### config.mk
export PLATFORM = sky130hd
export DESIGN_NAME = lut_table_loader
export DESIGN_NICKNAME = d
export VERILOG_FILES = /design/src/rtl/lut_loader_pkg.sv /design/src/rtl/lut_piso_shift_reg.sv /design/src/rtl/lut_table_loader.sv
export SDC_FILE = /design/constraint.sdc
export NUM_CORES = 1
export LEC_CHECK = 0
export ABC_AREA = 1
export BUFFER_PORTS_ARGS = -buffer_cell sky130_fd_sc_hd__clkbuf_2
export CAP_MARGIN = 30
export CORE_MARGIN = 2
export CORE_UTILIZATION = 62
export DETAILED_ROUTE_END_ITERATION = 10
export MAX_ROUTING_LAYER = met4
export PLACE_DENSITY_LB_ADDON = 0.2
export SKIP_LAST_GASP = 1
export SYNTH_ARGS = -nofsm -noshare
export SYNTH_HDL_FRONTEND = slang
export SYNTH_SLANG_ARGS = --single-unit
### constraint.sdc
create_clock -name clk -period 2.4 [get_ports clk]
set_clock_uncertainty 0.15 [all_clocks]
set_input_delay 0.12 -clock clk [delete_from_list [all_inputs] [get_ports clk]]
set_output_delay 0.12 -clock clk [all_outputs]
set_load 0.01 [all_outputs]
### src/rtl/lut_loader_pkg.sv
// Shared constants and FSM state type for the serial LUT table loader.
package lut_loader_pkg;

   localparam int DEF_IN_WIDTH  = 4;
   localparam int DEF_OUT_WIDTH = 3;
   localparam int TABLE_ENTRIES = 2 ** DEF_IN_WIDTH;
   localparam int TABLE_BITS    = TABLE_ENTRIES * DEF_OUT_WIDTH;

   typedef enum logic [1:0] {
      IDLE    = 2'd0,
      COLLECT = 2'd1,
      SHIFT   = 2'd2
   } state_e;

endpackage

### src/rtl/lut_piso_shift_reg.sv
// Parallel-in serial-out staging register: entries are written slot by slot,
// then the whole table is shifted out MSB-first, mirroring the LUT's own chain.
module lut_piso_shift_reg #(
   parameter int TABLE_BITS = lut_loader_pkg::TABLE_BITS,
   parameter int ENTRY_W    = lut_loader_pkg::DEF_OUT_WIDTH,
   parameter int IDX_W      = lut_loader_pkg::DEF_IN_WIDTH
) (
   input  logic               clk,
   input  logic               rst_n,
   input  logic               load_en,
   input  logic [IDX_W-1:0]   load_idx,
   input  logic [ENTRY_W-1:0] load_data,
   input  logic               shift_en,
   output logic               msb_nxt
);

   logic [TABLE_BITS-1:0] data_q;
   logic [TABLE_BITS-1:0] data_d;

   always_comb begin
      data_d = data_q;
      if (load_en) begin
         data_d[load_idx*ENTRY_W +: ENTRY_W] = load_data;
      end else if (shift_en) begin
         data_d = {data_q[TABLE_BITS-2:0], 1'b0};
      end
   end

   // The bit that will sit at the MSB after this edge; lets the top register
   // lut_d in the same cycle the last entry lands.
   assign msb_nxt = data_d[TABLE_BITS-1];

   always_ff @(posedge clk or negedge rst_n) begin
      if (!rst_n) begin
         data_q <= '0;
      end else begin
         data_q <= data_d;
      end
   end

endmodule

### src/rtl/lut_table_loader.sv
// Collects a full LUT table over a valid/ready stream, then shifts it MSB-first
// into the LUT serial chain with lut_cs_n held low for exactly one table length.
module lut_table_loader
   import lut_loader_pkg::*;
#(
   parameter int IN_WIDTH  = DEF_IN_WIDTH,
   parameter int OUT_WIDTH = DEF_OUT_WIDTH
) (
   input  logic                 clk,
   input  logic                 rst_n,
   input  logic                 start,
   input  logic                 entry_valid,
   input  logic [OUT_WIDTH-1:0] entry_data,
   output logic                 entry_ready,
   output logic                 lut_d,
   output logic                 lut_cs_n,
   output logic                 busy,
   output logic                 done,
   output logic                 err
);

   localparam int ENTRIES = 2 ** IN_WIDTH;
   localparam int TBITS   = ENTRIES * OUT_WIDTH;
   localparam int CNT_W   = $clog2(TBITS);
   localparam logic [IN_WIDTH-1:0] LAST_IDX = IN_WIDTH'(ENTRIES - 1);
   localparam logic [CNT_W-1:0]    LAST_BIT = CNT_W'(TBITS - 1);

   state_e              state_q, state_d;
   logic [IN_WIDTH-1:0] idx_q, idx_d;
   logic [CNT_W-1:0]    bitcnt_q, bitcnt_d;
   logic                entry_ready_q, entry_ready_d;
   logic                lut_d_q, lut_d_d;
   logic                lut_cs_n_q, lut_cs_n_d;
   logic                busy_q, busy_d;
   logic                done_q, done_d;
   logic                err_q, err_d;
   logic                load_en, shift_en, msb_nxt;

   lut_piso_shift_reg #(
      .TABLE_BITS (TBITS),
      .ENTRY_W    (OUT_WIDTH),
      .IDX_W      (IN_WIDTH)
   ) u_staging (
      .clk       (clk),
      .rst_n     (rst_n),
      .load_en   (load_en),
      .load_idx  (idx_q),
      .load_data (entry_data),
      .shift_en  (shift_en),
      .msb_nxt   (msb_nxt)
   );

   always_comb begin
      state_d  = state_q;
      idx_d    = idx_q;
      bitcnt_d = bitcnt_q;
      done_d   = 1'b0;
      err_d    = 1'b0;
      load_en  = 1'b0;
      shift_en = 1'b0;
      case (state_q)
         IDLE: begin
            if (start) begin
               state_d = COLLECT;
               idx_d   = '0;
            end
         end
         COLLECT: begin
            // A restart discards the partial table and beats a coincident handshake.
            if (start) begin
               idx_d = '0;
            end else if (entry_valid && entry_ready_q) begin
               load_en = 1'b1;
               if (idx_q == LAST_IDX) begin
                  state_d  = SHIFT;
                  idx_d    = '0;
                  bitcnt_d = '0;
               end else begin
                  idx_d = idx_q + 1'b1;
               end
            end
         end
         SHIFT: begin
            err_d = start;
            if (bitcnt_q == LAST_BIT) begin
               state_d  = IDLE;
               bitcnt_d = '0;
               done_d   = 1'b1;
            end else begin
               bitcnt_d = bitcnt_q + 1'b1;
               shift_en = 1'b1;
            end
         end
         default: state_d = IDLE;
      endcase
      entry_ready_d = (state_d == COLLECT);
      busy_d        = (state_d != IDLE);
      lut_cs_n_d    = (state_d != SHIFT);
      lut_d_d       = (state_d == SHIFT) && msb_nxt;
   end

   always_ff @(posedge clk or negedge rst_n) begin
      if (!rst_n) begin
         state_q       <= IDLE;
         idx_q         <= '0;
         bitcnt_q      <= '0;
         entry_ready_q <= 1'b0;
         lut_d_q       <= 1'b0;
         lut_cs_n_q    <= 1'b1;
         busy_q        <= 1'b0;
         done_q        <= 1'b0;
         err_q         <= 1'b0;
      end else begin
         state_q       <= state_d;
         idx_q         <= idx_d;
         bitcnt_q      <= bitcnt_d;
         entry_ready_q <= entry_ready_d;
         lut_d_q       <= lut_d_d;
         lut_cs_n_q    <= lut_cs_n_d;
         busy_q        <= busy_d;
         done_q        <= done_d;
         err_q         <= err_d;
      end
   end

   assign entry_ready = entry_ready_q;
   assign lut_d       = lut_d_q;
   assign lut_cs_n    = lut_cs_n_q;
   assign busy        = busy_q;
   assign done        = done_q;
   assign err         = err_q;

endmodule

# Word level (Yosys, flattened, before mapping)
# Cells that the tools add are included.
# op_classes
n_reduce_logical,9
muxes,27
eq_ne,12
n_mul,1
shifts,2
addsub,3
# ops
cell,n
$mux 48,2
$bwmux 48,1
$shift 3x34->48 const A,1
$shiftx 3x34->48,1
$neg 6->34,1
$mux 6,4
$mux 4,4
$pmux 6 s2,1
$mux 2,5
$ne 2x2->1 const B,5
$mux 1,8
$pmux 4 s2,1
$reduce_bool 2->1,4
$add 6x1->6 const B,1
$eq 6x6->1 const B,1
$mul 4x2->6 const B,1
$pmux 2 s3,1
$add 4x1->4 const B,1
$eq 2x1->1 const B,2
$eq 2x2->1 const B,2
$eq 4x4->1 const B,1
$reduce_and 4->1,1
$ne 3x3->1 const B,1
$reduce_and 3->1,1
other kinds (2),3
# totals
wordCells,65
register_bits,66
inputBits,7
out_inout_bits,6

# Longest topological paths before layout
# Gate-level depths: netlist of the first run.
# logic_depth
ltp_word,7
ltp_mapped,13
ltp_nobuf,12

# Cells and area by module
# Synthesis of the first run repeated with hierarchy kept, for this count alone.
# unflattened
hier_cells,446
area_unflattened_um2,3509.6
# modules_own_cells
mod,cells_each,seq_area_each_um2,area_each_um2,instances
lut_piso_shift_reg,341,1201.2,2598.7,1
lut_table_loader,105,451.7,910.9,1

# Worst setup path after synthesis of the first run
# No wires, ideal clock.
# synth_timing
kind,register to register
from,register idx_q[0]
to,register u_staging.data_q[1]
setup_ps,124
n_path_buf,1
arrival_ps,1686
slack_ps,440
stages_incl_launch_ff,12
path_cell_list,dfrtp_1 > inv_1 > buf_2 > ha_1 > nor2_1 > inv_1 > nor2_1 > nand3_1 > nand2_1 > inv_1 > nand2_1 > nand3_1
# synth_via
elab_chain_len,5
# synth_lines
item,line_no,source
"start, declared",lut_table_loader.sv:29,"logic [IN_WIDTH-1:0] idx_q, idx_d;"
"start signal, assigned",lut_table_loader.sv:115,idx_q <= idx_d;
$mul 4x2->6 (*),lut_piso_shift_reg.sv:23,data_d[load_idx*ENTRY_W +: ENTRY_W] = load_data;
$neg 6->34 (*),lut_piso_shift_reg.sv:23,
$shiftx 3x34->48 / $shift 3x34->48 (equally long branches),lut_piso_shift_reg.sv:23,
$bwmux 48 (*),lut_piso_shift_reg.sv:23,
$mux 48 (*),lut_piso_shift_reg.sv:22,if (load_en) begin
"end signal, assigned",lut_piso_shift_reg.sv:37,data_q <= data_d;
"end, declared",lut_piso_shift_reg.sv:17,logic [TABLE_BITS-1:0] data_q;
# Every way passes the cells marked *; elsewhere a longest branch is shown, timed or not.
# A chain may end at the register's enable or synchronous reset.

# Worst setup path after layout of the first run
# layout_timing
from,register idx_q[0]
to,register u_staging.data_q[24]
# The elaborated chain is that of the path after synthesis.

==> results of run 1 <==
-- registers in the layout, summed over array words and instances, names as in the netlist --
signal,count
lut_cs_n,1
state_q,2
bitcnt_q,6
err,1
busy,1
lut_d,1
done,1
entry_ready,1
idx_q,4
u_staging.data_q,48
-- worst reg2reg max path, cell delays in order (launching register included) --
cell and delay [ns]:
sky130_fd_sc_hd__dfrtp_1 0.46, sky130_fd_sc_hd__inv_1 0.09, sky130_fd_sc_hd__ha_1 0.38, sky130_fd_sc_hd__nor2_1 0.12, sky130_fd_sc_hd__inv_1 0.12, sky130_fd_sc_hd__nor3b_2 0.31
sky130_fd_sc_hd__nand2_1 0.14, sky130_fd_sc_hd__nand3_1 0.10, sky130_fd_sc_hd__nand3_1 0.09
-- cells by family (layout without fill, tap and decap cells) --
kind of cell,count (synthesis),count (layout),synth area share [%]
fa+ha+maj,6,6,2.14
flops,66,66,47.0
simple gates,300,300,40.2
compound gates,17,17,2.60
buf+inv,59,84,7.30
xor+xnor,3,3,0.748
-- synth_stat cells --
master	n
sky130_fd_sc_hd__o211ai_1	1
sky130_fd_sc_hd__nor2_2	7
sky130_fd_sc_hd__buf_6	2
sky130_fd_sc_hd__or2_1	1
sky130_fd_sc_hd__buf_4	3
sky130_fd_sc_hd__nand3_2	5
sky130_fd_sc_hd__buf_2	7
sky130_fd_sc_hd__nor3b_2	1
sky130_fd_sc_hd__a21oi_1	9
sky130_fd_sc_hd__o21ai_0	6
sky130_fd_sc_hd__nand2_4	2
sky130_fd_sc_hd__clkinv_1	1
sky130_fd_sc_hd__a22o_1	1
sky130_fd_sc_hd__dfstp_2	1
sky130_fd_sc_hd__nand3_1	110
sky130_fd_sc_hd__inv_1	36
sky130_fd_sc_hd__nand2_1	126
sky130_fd_sc_hd__nand2_2	6
sky130_fd_sc_hd__nand4_1	2
sky130_fd_sc_hd__nor2_1	27
sky130_fd_sc_hd__and3_1	1
sky130_fd_sc_hd__nor3_1	7
sky130_fd_sc_hd__nor2_4	3
sky130_fd_sc_hd__inv_2	9
sky130_fd_sc_hd__clkbuf_1	1
sky130_fd_sc_hd__nor3_4	1
sky130_fd_sc_hd__nor3_2	1
sky130_fd_sc_hd__ha_1	6
sky130_fd_sc_hd__dfrtp_1	65
sky130_fd_sc_hd__xor2_1	3
-- through the flow --
stage                     instances  hold slack, ns  utilization (%)  setup slack [ns]
after floorplan                 451          -0.326                -             0.440
after global placement          527          0.0188             66.3             0.397
after detailed placement        527          0.0247             66.3             0.326
after CTS                       548          0.0640             71.1             0.321
after global routing            548           0.139             71.1             0.135
final                           548          0.0639             71.1             0.322
-- final cells by class --
class	count	area [um2]	area share [%]
sequential	66	1650	42.4
clock inverter	4	48.8	1.25
timing repair buffer	22	160	4.11
clock buffer	12	165	4.24
inverter	46	173	4.43
tap	72	90.1	2.31
multi-input combinational	326	1600	41.2
-- where the power goes --
group | internal [mW] | switching (mW) | leakage [nW]
sequential | 1.48 | 0.231 | 0.748
clock | 0.563 | 0.436 | 0.112
combinational | 0.275 | 0.454 | 0.982
total | 2.32 | 1.12 | 1.84
-- routing by layer --
layer	global-route usage, %	up-vias	wire, um
met2	46.6	114	3780
met3	8.07	17	463
met1	37.9	1441	3570
met5	-	-	0
met4	8.97	0	149
li1	-	1505	-
-- worst paths after layout --
path	start	to	slack, ns	depth (start not counted)
max in group asynchronous	rst_n	lut_cs_n$_DFF_PN1_	1.57	3
min in group asynchronous	rst_n	bitcnt_q[1]$_DFFE_PN0P_	0.18	3
max reg2reg	idx_q[0]$_DFFE_PN0P_	u_staging.data_q[24]$_DFFE_PN0P_	0.32	8
min	entry_valid	entry_ready$_DFF_PN0_	0.06	4
min reg2reg	u_staging.data_q[1]$_DFFE_PN0P_	u_staging.data_q[1]$_DFFE_PN0P_	0.34	2
max	idx_q[0]$_DFFE_PN0P_	u_staging.data_q[24]$_DFFE_PN0P_	0.32	8
==> metrics.log, run 1 <==
INFO  metric core_region_area = 0.00547 mm2
INFO  metric die_width = 79.3 um
INFO  metric htree_num_levels = 3
INFO  metric numCtsBuffers = 9
INFO  metric first_global_vias = 2990
INFO  metric rsz_0062_raised_after_global_routing = false
INFO  metric area_growth_syn_to_layout = 10.8%
INFO  metric path_class = flip-flop to flip-flop
INFO  metric worst_skew_pair.late_latency = 0.35 ns
INFO  metric post_synth_top_area_cell = sky130_fd_sc_hd__dfrtp_1
INFO  metric critical_path.slowest_cell = sky130_fd_sc_hd__dfrtp_1
INFO  metric routed_wirelength = 7.96 mm
INFO  metric netlist_area = 0.00351 mm2
INFO  metric final.setup.tns = 0 ns
INFO  metric crit_chain = inv_1 -> ha_1 -> nor2_1 -> inv_1 -> nor3b_2 -> nand2_1 -> nand3_1 -> nand3_1
INFO  metric final_hold_violating_endpoints = 0
INFO  metric setup-violations-final = 0
INFO  metric leading_cell_type_in_the_layout_fill_and_taps_excluded = sky130_fd_sc_hd__nand2_1
INFO  metric post_cts.repair.setup_buffers = 0
INFO  metric gp_routability_congestion = 0.885
INFO  metric final_cell_area = 0.00389 mm2
INFO  metric slowest_delay = 0.46 ns
INFO  metric worstPathArrival = 2.15 ns
INFO  metric fillerInstances = 460
INFO  metric start_util = 64.2%
INFO  metric timing.critical_path.from_type = flip-flop
INFO  metric cts.reportedPaths.clkPinSlew = 0.07 ns
INFO  metric detail_route.wl_per_cell = 14.5 um
INFO  metric p_per_area = 883 mW/mm2
INFO  metric synth.area.top_cells = sky130_fd_sc_hd__dfrtp_1 46%, sky130_fd_sc_hd__nand3_1 16%, sky130_fd_sc_hd__nand2_1 13%
INFO  metric max_freq = 0.481 GHz
INFO  metric outcome = complete, no violations
INFO  metric nNetsFinal = 484
INFO  metric port_buffers = 12
INFO  metric detail_route.first_pass.iterations = 5
INFO  metric maxCapViolations = 0
INFO  metric power.leakage = 1.84 nW
INFO  metric p_total = 3.44 mW
INFO  metric floorplan.die_area = 0.00628 mm2
INFO  metric worst_path_dominant_cell_family = simple AND/OR/NAND/NOR gates
INFO  metric period_minus_slack = 2.08 ns
INFO  metric top_level_ports = 13
INFO  metric finalCritPeriodShare = 86.6%
INFO  metric min-delay-path-class = primary input to flip-flop
INFO  metric flip_flop_and_latch_count_after_synthesis = 66
INFO  metric synth_cells = 451
INFO  metric remaining_drc_errors = 0
INFO  metric cts_resized = 0
INFO  metric vias = 3077
INFO  metric grt_first_pass_wirelength = 13.8 mm
INFO  metric syn_avg_cell_area = 7.79 um2
INFO  metric critical_path_required = 2.47 ns
INFO  metric grtUsageTotal = 29.6%
INFO  metric detailed_place.area = 0.00363 mm2
INFO  metric grt_antenna_before_repair = 0
INFO  metric crit_fanout = 6
INFO  metric clockRootBuffer = sky130_fd_sc_hd__clkbuf_8
INFO  metric cp.buffers_inverters = 2
INFO  metric timing_worst_slew_pin_value = 0.704 ns
INFO  metric synth_sequential_area_ratio = 47.0%
INFO  metric first_iter_violations = 308
INFO  metric leading_cell_types_in_the_layout_fill_and_taps_excluded = 126 x sky130_fd_sc_hd__nand2_1, 110 x sky130_fd_sc_hd__nand3_1, 65 x sky130_fd_sc_hd__dfrtp_1
INFO  metric timing_max_transition_violations_final = 0
INFO  metric clock-sinks = 66
INFO  metric cts.path.max_buffers = 2
INFO  metric slew_headroom = 53.0%
INFO  metric dpl.hpwl = 5.59 mm
INFO  metric fraction_of_final_layout_cells_with_drive_strength_greater_than_1 = 14.5%
INFO  metric routed_via_density = 5.61
INFO  metric yosys_warnings = 0
INFO  metric grt_start_max_net_pins = 50
INFO  metric postSynthNetCount = 464
INFO  metric synth_largest_type_area_fraction = 46.3%
INFO  metric die-height = 79.3 um
INFO  metric cts_tree = built
INFO  metric crit_path_end_kind = flip-flop
INFO  metric antenna_violating_nets_post_route = 0
INFO  metric grt-ovfl-total = 0
INFO  metric synth_cell_type_count = 30
INFO  metric num_antenna_cells = 0
INFO  metric post_cts_hold_buffers = 5
INFO  metric worst_ir_drop_vdd = 0.000546 V
INFO  metric floorplan.rows = 27
Power figures use the tool's default switching activity.
==> inputs of run 2 (changes only) <==
Settings changed: BUFFER_PORTS_ARGS -buffer_cell sky130_fd_sc_hd__clkbuf_2 to unset, CORE_UTILIZATION 62 to 63, CTS_CLUSTER_SIZE set to 10, DONT_BUFFER_PORTS set to 1, SETUP_SLACK_MARGIN set to 0.4.
==> metrics.log, run 2 (synthesis gave the netlist of run 1 again) <==
INFO  metric outcome = complete, no violations
INFO  metric detailed_place.area = 0.00356 mm2 (-1.9%)
INFO  metric cts.path.max_buffers = 2 (unchanged)
INFO  metric clkPwrFrac = 27.8% (-1.3 points)
INFO  metric routed_via_density = 5.70 (+1.5%)
INFO  metric path_class = flip-flop to flip-flop
INFO  metric routed_wirelength = 8.28 mm (+4.0%)
INFO  metric worstPathArrival = 2.02 ns (-0.13 ns)
INFO  metric final_hold_violating_endpoints = 0 (unchanged)
INFO  metric maxUsedRoutingLayer = met4
INFO  metric rsz_0062_raised_after_global_routing = true
INFO  metric filler_free_cell_count_of_the_finished_design = 542 (-1.1%)
INFO  metric worst_ir_drop_vdd = 0.000531 V (-2.7%)
INFO  metric port_buffers = 0 (-12)
INFO  metric largest_registers = u_staging.data_q: 48 flops, bitcnt_q: 6 flops, idx_q: 4 flops
INFO  metric min-delay-path-class = primary input to flip-flop
INFO  metric area_growth_syn_to_layout = 12.3%
INFO  metric max_freq = 0.512 GHz (+6.4%)
INFO  metric fin_util = 72.5% (+1.4 points)
INFO  metric gp_routability_congestion = 0.936 (+5.8%)
INFO  metric clock-sinks = 66 (unchanged)
INFO  metric largest_register_ffs = 48 (unchanged)
INFO  metric remaining_drc_errors = 0 (unchanged)
INFO  metric antenna_violating_nets_post_route = 0 (unchanged)
INFO  metric first_iter_violations = 285 (-7.5%)
INFO  metric regMostFlops = u_staging.data_q
INFO  metric die-height = 78.7 um (-0.76%)
INFO  metric net-switching-power = 1.11 mW (-0.80%)
INFO  metric slew_headroom = 65.4% (+12 points)
INFO  metric placed_cells = 514 (-2.5%)
INFO  metric cts.reportedPaths.clkPinSlew = 0.07 ns (about the same)
INFO  metric maxCapViolations = 0 (unchanged)
INFO  metric worst_hold_path.num_cells = 4 (unchanged)
INFO  metric wl_met3 = 444 um (-4.1%)
INFO  metric critical_path_required = 2.47 ns (about the same)
INFO  metric clockRootBuffer = sky130_fd_sc_hd__clkbuf_8
INFO  metric detail_route.first_pass.iterations = 5 (unchanged)
INFO  metric internal-power = 2.31 mW (-0.14%)
INFO  metric timing_worst_slew_pin_value = 0.515 ns (-0.189 ns)
INFO  metric core_region_area = 0.00544 mm2 (-0.62%)
INFO  metric cts_tree = built
INFO  metric worst-r2r-cell-count = 9 (+1)
INFO  metric nNetsFinal = 478 (-1.2%)
INFO  metric detail_route.wl_per_cell = 15.3 um (+5.1%)
INFO  metric dpl.hpwl = 5.28 mm (-5.5%)
INFO  metric die_width = 78.7 um (-0.76%)
INFO  metric htree_num_levels = 3 (unchanged)
INFO  metric worst_skew_pair.late_latency = 0.34 ns (about the same)
INFO  metric final.setup.tns = 0 ns (unchanged)
INFO  metric leading_cell_type_in_the_layout_fill_and_taps_excluded = sky130_fd_sc_hd__nand2_1
INFO  metric power.leakage = 1.83 nW (-0.69%)
INFO  metric p_total = 3.43 mW (-0.35%)
INFO  metric timing.critical_path.from_type = flip-flop
INFO  metric period_minus_slack = 1.95 ns (-0.125 ns)
INFO  metric finalCritPeriodShare = 81.4% (-5.2 points)
INFO  metric numCtsBuffers = 9 (unchanged)
INFO  metric timing_max_transition_violations_final = 0 (unchanged)
INFO  metric grtUsageTotal = 29.3% (-0.36 points)
INFO  metric grt_first_pass_wirelength = 13.6 mm (-1.7%)
INFO  metric leading_cell_types_in_the_layout_fill_and_taps_excluded = 125 x sky130_fd_sc_hd__nand2_1, 110 x sky130_fd_sc_hd__nand3_1, 65 x sky130_fd_sc_hd__dfrtp_1
INFO  metric route.layer.met1.wl = 3.71 mm (+4.0%)
INFO  metric num_antenna_cells = 0 (unchanged)
INFO  metric top_level_ports = 13 (unchanged)
INFO  metric crit_fanout = 8 (+2)
INFO  metric p_per_area = 868 mW/mm2 (-1.6%)
INFO  metric setup-violations-final = 0 (unchanged)
INFO  metric fraction_of_final_layout_cells_with_drive_strength_greater_than_1 = 14.5% (-0.028 points)
INFO  metric vias = 3090 (+0.42%)
INFO  metric seq_power_share = 49.6% (about the same)
INFO  metric comb_power_share = 22.6% (+1.4 points)
INFO  metric first_global_vias = 2857 (-4.4%)
INFO  metric grt_start_max_net_pins = 67 (+34%)
INFO  metric switching_share = 32.5% (-0.15 points)
INFO  metric met2_length = 4.03 mm (+6.4%)
INFO  metric grt_antenna_before_repair = 0 (unchanged)
INFO  metric grt-ovfl-total = 0 (unchanged)
INFO  metric final_cell_area = 0.00395 mm2 (+1.3%)
INFO  metric floorplan.die_area = 0.00619 mm2 (-1.5%)
INFO  metric start_util = 64.6% (+0.40 points)
INFO  metric floorplan.rows = 27 (unchanged)
INFO  metric crit_path_end_kind = flip-flop
## run 2: cell types whose count changed in the layout (fill, tap and decap cells not counted), moves of 2 or more
| cell | previous run | this run |
|---|---|---|
| sky130_fd_sc_hd__clkbuf_1 | 0 | 3 |
| sky130_fd_sc_hd__clkbuf_2 | 11 | 0 |
| sky130_fd_sc_hd__inv_1 | 36 | 33 |
| sky130_fd_sc_hd__buf_4 | 4 | 7 |
| sky130_fd_sc_hd__nor2_4 | 3 | 5 |
| sky130_fd_sc_hd__nor2_1 | 27 | 24 |
## run 2: worst paths after layout
path	slack, ns	endpoint	start
max	0.45	u_staging.data_q[32]$_DFFE_PN0P_	idx_q[1]$_DFFE_PN0P_
min	0.03	u_staging.data_q[47]$_DFF_PN0_	start
max reg2reg	0.45	u_staging.data_q[32]$_DFFE_PN0P_	idx_q[1]$_DFFE_PN0P_
min reg2reg	0.32	u_staging.data_q[0]$_DFFE_PN0P_	u_staging.data_q[0]$_DFFE_PN0P_
max in group asynchronous	1.58	lut_cs_n$_DFF_PN1_	rst_n
min in group asynchronous	0.21	u_staging.data_q[6]$_DFFE_PN0P_	rst_n
## run 2: critical path: stages (launching register included)
cell	delay (ns)
sky130_fd_sc_hd__dfrtp_1	0.44
sky130_fd_sc_hd__inv_2	0.11
sky130_fd_sc_hd__ha_2	0.21
sky130_fd_sc_hd__nand2_1	0.09
sky130_fd_sc_hd__nand2_4	0.16
sky130_fd_sc_hd__inv_2	0.10
sky130_fd_sc_hd__nor2_1	0.18
sky130_fd_sc_hd__nand3_2	0.15
sky130_fd_sc_hd__nand3_1	0.14
sky130_fd_sc_hd__nand3_1	0.08
## run 2: timing repair
item | in CTS | in global routing
endpoints found under the hold margin | 82 | 0
gates resized for setup | 3 | 12
setup buffers | 1 | 3
hold buffers | 7 | 0
gates cloned | 0 | 1
pin swaps | 1 | 2
endpoints found under the setup margin | 14 | 50
## run 2: layout make-up
type,count,area (um2)
sequential,66,1650
clock inverter,2,35.0
fill,413,1490
inverter,46,176
clock buffer,14,163
timing repair buffer,16,185
tap,72,90.1
multi-input combinational,326,1640
## run 2: routing by layer
layer  up-vias  track usage (%)
li1       1497                -
met1      1485             39.8
met4         0             9.12
met5         -                -
met2        94             43.9
met3        14             6.90
## run 2: power groups by stage
stage          clock network (mW)  logic (mW)  registers (mW)
2_1_floorplan                   0       0.567            1.64
3_3_place_gp                    0       0.649            1.70
3_5_place_dp                    0       0.685            1.70
4_1_cts                     0.963       0.730            1.69
5_1_grt                      1.01       0.889            1.73
6_report                    0.953       0.774            1.70
## run 2: stage by stage
stage | setup slack, ns | hold WS, ns
CTS | 0.405 | 0.0158
global placement | 0.349 | -0.324
floorplan | 0.440 | -0.326
finish | 0.447 | 0.0311
detailed placement | 0.273 | -0.324
global route | 0.347 | 0.0501
==> inputs of run 3 (changes only) <==
Clock period 2.4 ns to 2 ns, I/O delays scaled along.
==> metrics.log, run 3 (synthesis gave the netlist of run 1 again) <==
INFO  metric outcome = complete, but fails checks
INFO  metric failing_checks = hold timing
INFO  metric period_minus_slack = 1.96 ns (+0.00587 ns)
INFO  metric grt_start_max_net_pins = 67 (unchanged)
INFO  metric numCtsBuffers = 9 (unchanged)
INFO  metric worstPathArrival = 2.04 ns (+0.02 ns)
INFO  metric port_buffers = 0 (unchanged)
INFO  metric setup-violations-final = 0 (unchanged)
INFO  metric crit_fanout = 8 (unchanged)
INFO  metric p_total = 4.83 mW (+41%)
INFO  metric gp_routability_congestion = 0.887 (-5.2%)
INFO  metric timing_worst_slew_pin_value = 0.363 ns (-0.152 ns)
INFO  metric net-switching-power = 1.77 mW (+59%)
INFO  metric cts.reportedPaths.clkPinSlew = 0.09 ns (+0.02 ns)
INFO  metric grt_antenna_before_repair = 0 (unchanged)
INFO  metric critical_path_required = 2.08 ns (-0.39 ns)
INFO  metric top_level_ports = 13 (unchanged)
INFO  metric post_cts_hold_buffers = 5 (-2)
INFO  metric routed_via_density = 6.80 (+19%)
INFO  metric dpl.hpwl = 5.46 mm (+3.3%)
INFO  metric rr_startpoint = idx_q[1]$_DFFE_PN0P_
INFO  metric detail_route.wl_per_cell = 22.6 um (+48%)
INFO  metric first_iter_violations = 671 (+140%)
INFO  metric clock-sinks = 66 (unchanged)
INFO  metric timing.critical_path.from_type = flip-flop
INFO  metric floorplan.rows = 27 (unchanged)
INFO  metric num_antenna_cells = 0 (unchanged)
INFO  metric worst_skew_pair.late_latency = 0.37 ns (+0.03 ns)
INFO  metric core_region_area = 0.00544 mm2 (unchanged)
INFO  metric grtUsageTotal = 34.2% (+4.9 points)
INFO  metric worstReg2RegEnd = u_staging.data_q[11]$_DFFE_PN0P_
INFO  metric routed_wirelength = 13.0 mm (+57%)
INFO  metric worst_ir_drop_vdd = 0.000904 V (+70%)
INFO  metric detail_route.first_pass.iterations = 8 (+3)
INFO  metric crit_path_end_kind = flip-flop
INFO  metric regMostFlops = u_staging.data_q
INFO  metric final.setup.worst_slack = 0.0413 ns (-0.406 ns)
INFO  metric final_cell_area = 0.00472 mm2 (+20%)
INFO  metric antenna_violating_nets_post_route = 0 (unchanged)
INFO  metric detailed_place.area = 0.00368 mm2 (+3.2%)
INFO  metric cts_tree = built
INFO  metric fraction_of_final_layout_cells_with_drive_strength_greater_than_1 = 34.7% (+20 points)
INFO  metric floorplan.die_area = 0.00619 mm2 (unchanged)
INFO  metric die-height = 78.7 um (unchanged)
INFO  metric crit_start = idx_q[1]$_DFFE_PN0P_
INFO  metric clkPwrFrac = 26.9% (-0.9 points)
INFO  metric slew_headroom = 75.7% (+10 points)
INFO  metric switching_share = 36.7% (+4.3 points)
INFO  metric pre_cts_slack = 0.0245 ns (-0.248 ns)
INFO  metric leading_cell_types_in_the_layout_fill_and_taps_excluded = 108 x sky130_fd_sc_hd__nand2_1, 87 x sky130_fd_sc_hd__nand3_1, 63 x sky130_fd_sc_hd__dfrtp_1
INFO  metric timing_max_transition_violations_final = 0 (unchanged)
INFO  metric max_freq = 0.511 GHz (-0.30%)
INFO  metric leading_cell_type_in_the_layout_fill_and_taps_excluded = sky130_fd_sc_hd__nand2_1
INFO  metric timing.reg2reg.setup_slack = 0.04 ns (-0.41 ns)
INFO  metric largest_register_ffs = 48 (unchanged)
INFO  metric first_global_vias = 3270 (+14%)
INFO  metric die_width = 78.7 um (unchanged)
INFO  metric min-delay-path-class = primary input to async pin
INFO  metric grt-ovfl-total = 0 (unchanged)
INFO  metric maxCapViolations = 0 (unchanged)
INFO  metric area_growth_syn_to_layout = 34.4%
INFO  metric seq_power_share = 44.4% (-5.2 points)
INFO  metric endpoint = u_staging.data_q[11]$_DFFE_PN0P_
INFO  metric finalCritPeriodShare = 97.9% (+17 points)
INFO  metric htree_num_levels = 3 (unchanged)
INFO  metric cts.path.max_buffers = 2 (unchanged)
INFO  metric final_hold_violating_endpoints = 66 (+66)
INFO  metric power.leakage = 2.18 nW (+19%)
INFO  metric rsz_0062_raised_after_global_routing = true
INFO  metric largest_registers = u_staging.data_q: 48 flops, bitcnt_q: 6 flops, idx_q: 4 flops
INFO  metric worst-r2r-cell-count = 8 (-1)
INFO  metric grt_first_pass_wirelength = 15.7 mm (+15%)
INFO  metric remaining_drc_errors = 0 (unchanged)
INFO  metric p_per_area = 1020 mW/mm2 (+18%)
INFO  metric nNetsFinal = 510 (+6.7%)
INFO  metric internal-power = 3.05 mW (+32%)
INFO  metric hold_ws = -0.732 ns (-0.763 ns)
INFO  metric clockRootBuffer = sky130_fd_sc_hd__clkbuf_8
INFO  metric path_class = flip-flop to flip-flop
INFO  metric vias = 3902 (+26%)
INFO  metric fillerInstances = 238 (-42%)
INFO  metric comb_power_share = 28.7% (+6.1 points)
INFO  metric start_util = 64.6% (unchanged)
## run 3: layout make-up
| type | count | area, um2 | area share [%] |
|---|---|---|---|
| sequential | 66 | 1660 | 35.1 |
| tap | 72 | 90.1 | 1.91 |
| clock inverter | 5 | 77.6 | 1.64 |
| inverter | 46 | 206 | 4.37 |
| multi-input combinational | 326 | 2020 | 42.8 |
| timing repair buffer | 48 | 532 | 11.3 |
| clock buffer | 11 | 141 | 2.99 |
## run 3: timing repair
item	in CTS	in global routing
pin swaps	18	26
hold endpoints to repair	94	66
gates cloned	2	3
endpoints found under the setup margin	57	60
buffers inserted	16	12
resized for setup	35	69
## run 3: power groups by stage
| stage | Clock, mW | Sequential, mW | Combinational [mW] |
|---|---|---|---|
| floorplan | 0 | 1.97 | 0.750 |
| global placement | 0 | 2.05 | 0.863 |
| detailed placement | 0 | 2.06 | 0.905 |
| CTS | 1.26 | 2.05 | 1.07 |
| global route | 1.34 | 2.16 | 1.47 |
| finish | 1.30 | 2.14 | 1.39 |
## run 3: worst max-delay path: stages (launching register included)
cell and delay [ns]:
sky130_fd_sc_hd__dfrtp_2 0.46, sky130_fd_sc_hd__nor2_2 0.15, sky130_fd_sc_hd__nand2_1 0.09, sky130_fd_sc_hd__nand2_1 0.11, sky130_fd_sc_hd__nand2_4 0.12, sky130_fd_sc_hd__nor2_4 0.30, sky130_fd_sc_hd__nand2_1 0.16, sky130_fd_sc_hd__nand3_1 0.14
sky130_fd_sc_hd__nand3_1 0.14
## run 3: stage by stage
stage | TNS [ns] | std cells | utilization [%]
final | 0 | 574 | 86.8
after global routing | -0.00278 | 574 | 86.8
after CTS | 0 | 559 | 78.2
after detailed placement | 0 | 520 | 67.6
after global placement | 0 | 520 | 67.6
after floorplan | 0 | 451 | -
## run 3: worst min path at each step
stage | from | end | slack [ns]
floorplan | rst_n | bitcnt_q[0]$_DFFE_PN0P_ | -0.35
global placement | rst_n | bitcnt_q[5]$_DFFE_PN0P_ | -0.34
detailed placement | rst_n | bitcnt_q[5]$_DFFE_PN0P_ | -0.34
CTS | rst_n | bitcnt_q[5]$_DFFE_PN0P_ | -0.71
global route | rst_n | u_staging.data_q[22]$_DFFE_PN0P_ | -0.73
finish | rst_n | u_staging.data_q[24]$_DFFE_PN0P_ | -0.73
## run 3: metal layers
layer / GRT usage (%) / part of all wire, % / vias to the layer above
met1: 43.4 / 34 / 1834
met5: - / 0 / -
met4: 13.2 / 7.4 / 0
met2: 55.8 / 47 / 372
li1: - / - / 1562
met3: 5.06 / 11 / 134
